File: src/rtl/rv32i_pkg.sv
// rtl/rv32i_pkg.sv - shared register-file widths and writeback entry type
package rv32i_pkg;

  localparam int REG_ADDR_W = 5;
  localparam int XLEN       = 32;
  localparam logic [REG_ADDR_W-1:0] REG_ZERO = '0;

  typedef struct packed {
    logic                  valid;
    logic [REG_ADDR_W-1:0] rd;
    logic [XLEN-1:0]       data;
  } wb_entry_t;

endpackage

File: src/rtl/wb_hold_slot.sv
// rtl/wb_hold_slot.sv - one-entry writeback holding register with ready/accept/clear
module wb_hold_slot
  import rv32i_pkg::*;
#(
  parameter int DATA_W = XLEN,
  parameter int ADDR_W = REG_ADDR_W
) (
  input  logic              clk,
  input  logic              rst,
  input  logic              valid,
  input  logic [ADDR_W-1:0] rd,
  input  logic [DATA_W-1:0] data,
  input  logic              grant,
  output logic              ready,
  output logic              held,
  output logic [ADDR_W-1:0] h_rd,
  output logic [DATA_W-1:0] h_data,
  output logic              load
);

  logic              held_q, held_d;
  logic [ADDR_W-1:0] rd_q, rd_d;
  logic [DATA_W-1:0] data_q, data_d;
  logic              accept;

  assign ready  = !held_q | grant;
  assign accept = valid & ready;
  // writes to x0 complete the handshake but never occupy the slot
  assign load   = accept & (rd != ADDR_W'(REG_ZERO));

  always_comb begin
    held_d = held_q;
    rd_d   = rd_q;
    data_d = data_q;
    if (grant) held_d = 1'b0;
    if (accept) begin
      held_d = load;
      rd_d   = rd;
      data_d = data;
    end
  end

  always_ff @(posedge clk) begin
    if (rst) begin
      held_q <= 1'b0;
      rd_q   <= '0;
      data_q <= '0;
    end else begin
      held_q <= held_d;
      rd_q   <= rd_d;
      data_q <= data_d;
    end
  end

  assign held   = held_q;
  assign h_rd   = rd_q;
  assign h_data = data_q;

endmodule

File: src/rtl/regfile_wb_arbiter.sv
// rtl/regfile_wb_arbiter.sv - ALU/load writeback arbiter for the register file write port
module regfile_wb_arbiter
  import rv32i_pkg::*;
#(
  parameter int DATA_W = XLEN,
  parameter int ADDR_W = REG_ADDR_W
) (
  input  logic              clk,
  input  logic              rst,
  input  logic              alu_valid,
  output logic              alu_ready,
  input  logic [ADDR_W-1:0] alu_rd,
  input  logic [DATA_W-1:0] alu_data,
  input  logic              mem_valid,
  output logic              mem_ready,
  input  logic [ADDR_W-1:0] mem_rd,
  input  logic [DATA_W-1:0] mem_data,
  input  logic [ADDR_W-1:0] rs1,
  input  logic [ADDR_W-1:0] rs2,
  output logic              stall,
  output logic              rf_write,
  output logic [ADDR_W-1:0] rf_rd,
  output logic [DATA_W-1:0] rf_reg_write,
  output logic              busy
);

  logic              alu_held, mem_held, alu_grant, mem_grant, alu_load, mem_load;
  logic [ADDR_W-1:0] alu_hrd, mem_hrd;
  logic [DATA_W-1:0] alu_hdata, mem_hdata;
  logic              rr_ptr_q, rr_ptr_d, mem_older_q, mem_older_d;
  wb_entry_t         win;

  wb_hold_slot #(.DATA_W(DATA_W), .ADDR_W(ADDR_W)) u_alu_slot (
    .clk(clk), .rst(rst), .valid(alu_valid), .rd(alu_rd), .data(alu_data),
    .grant(alu_grant), .ready(alu_ready), .held(alu_held), .h_rd(alu_hrd),
    .h_data(alu_hdata), .load(alu_load)
  );

  wb_hold_slot #(.DATA_W(DATA_W), .ADDR_W(ADDR_W)) u_mem_slot (
    .clk(clk), .rst(rst), .valid(mem_valid), .rd(mem_rd), .data(mem_data),
    .grant(mem_grant), .ready(mem_ready), .held(mem_held), .h_rd(mem_hrd),
    .h_data(mem_hdata), .load(mem_load)
  );

  always_comb begin
    alu_grant = alu_held;
    mem_grant = mem_held;
    if (alu_held && mem_held) begin
      // same destination must commit in program order, so age beats round-robin
      mem_grant = (alu_hrd == mem_hrd) ? mem_older_q : rr_ptr_q;
      alu_grant = !mem_grant;
    end
  end

  always_comb begin
    win = '0;
    if (alu_grant) win = '{valid: 1'b1, rd: alu_hrd, data: alu_hdata};
    else if (mem_grant) win = '{valid: 1'b1, rd: mem_hrd, data: mem_hdata};
  end

  always_comb begin
    rr_ptr_d = rr_ptr_q;
    if (alu_grant) rr_ptr_d = 1'b1;
    else if (mem_grant) rr_ptr_d = 1'b0;

    mem_older_d = mem_older_q;
    if (alu_load && mem_load) mem_older_d = 1'b1;
    else if (alu_load) mem_older_d = 1'b1;
    else if (mem_load) mem_older_d = 1'b0;
  end

  always_ff @(posedge clk) begin
    if (rst) begin
      rr_ptr_q    <= 1'b0;
      mem_older_q <= 1'b0;
    end else begin
      rr_ptr_q    <= rr_ptr_d;
      mem_older_q <= mem_older_d;
    end
  end

  assign rf_write     = win.valid;
  assign rf_rd        = win.rd;
  assign rf_reg_write = win.data;
  assign busy         = alu_held | mem_held;
  assign stall = ((rs1 != ADDR_W'(REG_ZERO)) &&
                  ((alu_held && rs1 == alu_hrd) || (mem_held && rs1 == mem_hrd))) ||
                 ((rs2 != ADDR_W'(REG_ZERO)) &&
                  ((alu_held && rs2 == alu_hrd) || (mem_held && rs2 == mem_hrd)));

endmodule

File: config.mk
export PLATFORM = sky130hd
export DESIGN_NAME = regfile_wb_arbiter
export DESIGN_NICKNAME = d
export VERILOG_FILES = /design/src/rtl/rv32i_pkg.sv /design/src/rtl/wb_hold_slot.sv /design/src/rtl/regfile_wb_arbiter.sv
export SDC_FILE = /design/constraint.sdc
export NUM_CORES = 1
export LEC_CHECK = 0
export ABC_AREA = 1
export BUFFER_PORTS_ARGS = -buffer_cell sky130_fd_sc_hd__buf_2
export CORE_UTILIZATION = 45
export DETAILED_ROUTE_END_ITERATION = 8
export PLACE_DENSITY = 0.73
export SETUP_SLACK_MARGIN = 0.05
export SYNTH_ARGS = -nofsm -noshare
export SYNTH_HDL_FRONTEND = slang
export SYNTH_SLANG_ARGS = --single-unit
File: constraint.sdc
create_clock -name clk -period 2.1 [get_ports clk]
set_input_delay 0.21 -clock clk [delete_from_list [all_inputs] [get_ports clk]]
set_output_delay 0.21 -clock clk [all_outputs]
set_load 0.01 [all_outputs]
==> metrics.md <==
| Metric | Value |
|---|---|
| Setup crit start kind | `flip-flop` |
| CP endpoint kind | `output pin` |
| CTS Buf Count | `9` |
| Fmax | `465 MHz` |
| DR iter-0 viols | `195` |
| Worst setup margin | `-0.0489 ns` |
| HP Class | `input port to flip-flop` |
| Die area | `between 0.008 and 0.009 mm²` |
| Mapped Area | `0.00375 mm²` |
| Post-route cell area | `0.00513 mm²` |
| R2R cell count | `12` |
| Yosys warns | `0` |
| DRT Pass-1 Iters | `4` |
| Core Region | `0.00789 mm²` |
| Slowest stage delay, CP | `~0.40 ns` |
| Drt total wl | `~12000 µm` |
| CTS tree | `yes` |
| Syn Area/Cell | `6.87 µm²` |
| Setup_tns | `-0.509 ns` |
| Number of diodes | `0` |
| Crit-path slowest cell | `dfxtp_4` |
| Tot Pwr | `around 3.7 mW` |
| R2r setup slk | `about 0.23 ns` |
| Max-cap check violation count | `0` |
| RSZ-0062 raised after global routing | `true` |
| Sequential area share after synthesis | `41.6%` |
| Critical Path Sink | `rf_reg_write[29]` |
| Max Buffers Root-to-Sink | `2` |
| Routed len/inst | `roughly 15 µm` |
| Synth Instances | `between 500 and 600` |
| Synthesized netlist net count | `634` |
| Die H | `between 90 and 100 µm` |
| Routed vias | `4139` |
| Cell count of the worst hold path | `3` |
| Min Tclk post-route | `between 2 and 2.5 ns` |
| PD cells | `between 700 and 800 mW/mm²` |
| CTS Hold Buffers Added | `0` |
| Remaining global-route overflow | `0` |
| Clock Skew | `0.00939 ns` |
| Worst path cell trace | `inv_6 -> nand2_2 -> nand2_4 -> nor2_4 -> nand4_1 -> nand3_4 -> buf_8 -> nand3_2 -> nand2_1 -> buf_2` |
| Crit path from | `u_alu_slot.h_rd[3]$_SDFFE_PP0P_` |
| Root Driver | `clkbuf_8` |
| Pleak | `roughly 2.4 nW` |
| Die extent in x | `93.3 µm` |
| Crit Path Class | `flip-flop to output pin` |
| WL met1 | `4960 µm` |
| Routed wl met3 | `roughly 800 µm` |
| Initial core utilization | `47.6%` |
| WP data required | `1.89 ns` |
| Netlist cell types | `31` |
| Count of final setup violators | `22` |
| Register bit total from synthesis | `78` |
| Largest cells by area after synthesis | `dfxtp_1, nand2_1, nand3_1` |
| Share of cells above drive strength 1 | `34.8%` |
| Largest area contributor in the netlist | `dfxtp_1` |
| WP data arrival | `1.94 ns` |
| Routability cong. | `around 1` |
| First-pass GRT wire length | `17500 µm` |
| Final Hold Viols | `0` |
| Worst VDD drop | `~0.32 mV` |
| Hpwl dp | `7310 µm` |
| Sink Count | `78` |
| Cell Area, Placed | `0.00444 mm²` |
| Drc violations | `0` |
| Max transition margin | `67.4%` |
| Launch point of the worst reg-to-reg path | `u_alu_slot.h_rd[3]$_SDFFE_PP0P_` |
| Total Routing Usage GR | `between 20 and 30%` |
| Wire length on met2 | `5710 µm` |
| Max Used Layer | `met4` |
| Largest net degree at the start of global routing | `39` |
| P&R area growth vs syn | `36.8%` |
| Nets | `765` |
| I/O pin total | `130` |
| Reg2Reg Capture Point | `u_alu_slot.held$_SDFFE_PP0P_` |
| Worst skew pair latency | `roughly 0.36 ns` |
| Max-slew violations | `0` |
| Post-route ant nets | `0` |
| Number of global-route vias before repair | `3714` |
| Htree depth | `3` |
| CTS clk-pin slew, worst paths | `roughly 0.09 ns` |
| Port bufs | `between 100 and 150` |
| # fillers | `701` |
| Crit share post-route | `102%` |
| Status | `complete, but fails checks` |
| Rows | `32` |
| Vias per Instance | `5.28` |
| Violated checks | `setup timing` |
| Synth top area share | `between 40% and 50%` |
| Least-Margin Pin Slew | `0.489 ns` |
| Initial antenna violation count | `0` |
| CP Max Fanout | `8` |
cell usage in the layout, fill, tap and decap left out, types with 12 or more instances in the layout:
| cell | synthesis | layout |
|---|---|---|
| o21ai_1 | 30 | 30 |
| nand2_2 | 2 | 12 |
| buf_2 | 8 | 128 |
| nand2_1 | 132 | 118 |
| dfxtp_1 | 78 | 68 |
| nor2_1 | 79 | 79 |
| o21ai_0 | 13 | 13 |
| nand3_1 | 76 | 63 |
| nand3_2 | 2 | 13 |
| a21oi_1 | 41 | 41 |
| buf_4 | 10 | 16 |
worst max-delay path, delay by kind of cell, from the launching register on:
family / cells / cell delay [ns]
flops: 1 / 0.40
buf+inv: 3 / 0.34
simple gates: 7 / 0.84
metal layers:
metal  global-route usage [%]  up-vias
met5                        0        -
met4                     6.15        0
met3                     4.31       14
met2                     45.0      169
met1                     32.7     1877
li1                         -     2079
through the flow:
step / hold WS [ns] / setup WS [ns] / util, % / cells
floorplan: 0.356 / 0.413 / - / 546
global placement: 0.444 / 0.139 / 56.3 / 753
detailed placement: 0.453 / 0.0968 / 56.3 / 753
CTS: 0.0775 / -0.0374 / 62.3 / 778
global route: 0.0974 / -0.129 / 65.1 / 784
finish: 0.0800 / -0.0489 / 65.1 / 784
where the power goes:
group | switching, mW | internal, mW
logic | 0.415 | 0.317
registers | 0.0750 | 1.58
clock network | 0.618 | 0.689
total | 1.11 | 2.59
final cells by class:
class	instances	area [µm²]	share of cell area, %
multi-input combinational	409	2080	40.4
sequential	78	1590	31.0
inverter	21	114	2.22
tap	102	128	2.49
clock buffer	9	124	2.41
timing repair buffer	158	998	19.4
clock inverter	7	103	2.00
sequential cells by signal, indices dropped and copies added, names as in the netlist:
signal,flops
u_mem_slot.h_data,32
mem_older_q,1
rr_ptr_q,1
u_alu_slot.held,1
u_mem_slot.held,1
u_mem_slot.h_rd,5
u_alu_slot.h_rd,5
u_alu_slot.h_data,32
repair_timing:
item / CTS / global route
gates resized for setup: 46 / 48
setup buffers: 7 / 4
hold endpoints to repair: 0 / 0
cloned: 2 / 2
pin swaps: 11 / 36
setup endpoints to repair: 38 / 54
cell usage after synthesis, drive strengths merged:
master and count:
nand2 136, nor2 81, nand3 79, dfxtp 78
o21ai 43, a21oi 41, buf 22, inv 21
clkbuf 16, o22ai 8, a221oi 5, nand4 3
nor3 3, xor2 3, xnor2 2, a211oi 1
a21boi 1, nor4 1, o221ai 1, or2 1
cells by family after synthesis:
kind of cell	count (synthesis)	share of synthesized area, %
xor gates and xnor gates	5	1.17
buffers and inverters	59	8.03
and+or+nand+nor	304	34.9
DFF	78	41.6
AOI/OAI and AO/OA	100	14.3
how the worst min path moves through the flow:
stage,start,end
floorplan,mem_data[0],u_mem_slot.h_data[0]$_SDFFE_PP0P_
global placement,mem_data[6],u_mem_slot.h_data[6]$_SDFFE_PP0P_
detailed placement,u_alu_slot.h_data[8]$_SDFFE_PP0P_,u_alu_slot.h_data[8]$_SDFFE_PP0P_
CTS,mem_data[9],u_mem_slot.h_data[9]$_SDFFE_PP0P_
global route,mem_data[11],u_mem_slot.h_data[11]$_SDFFE_PP0P_
finish,mem_data[10],u_mem_slot.h_data[10]$_SDFFE_PP0P_
Power figures use the tool's default switching activity.
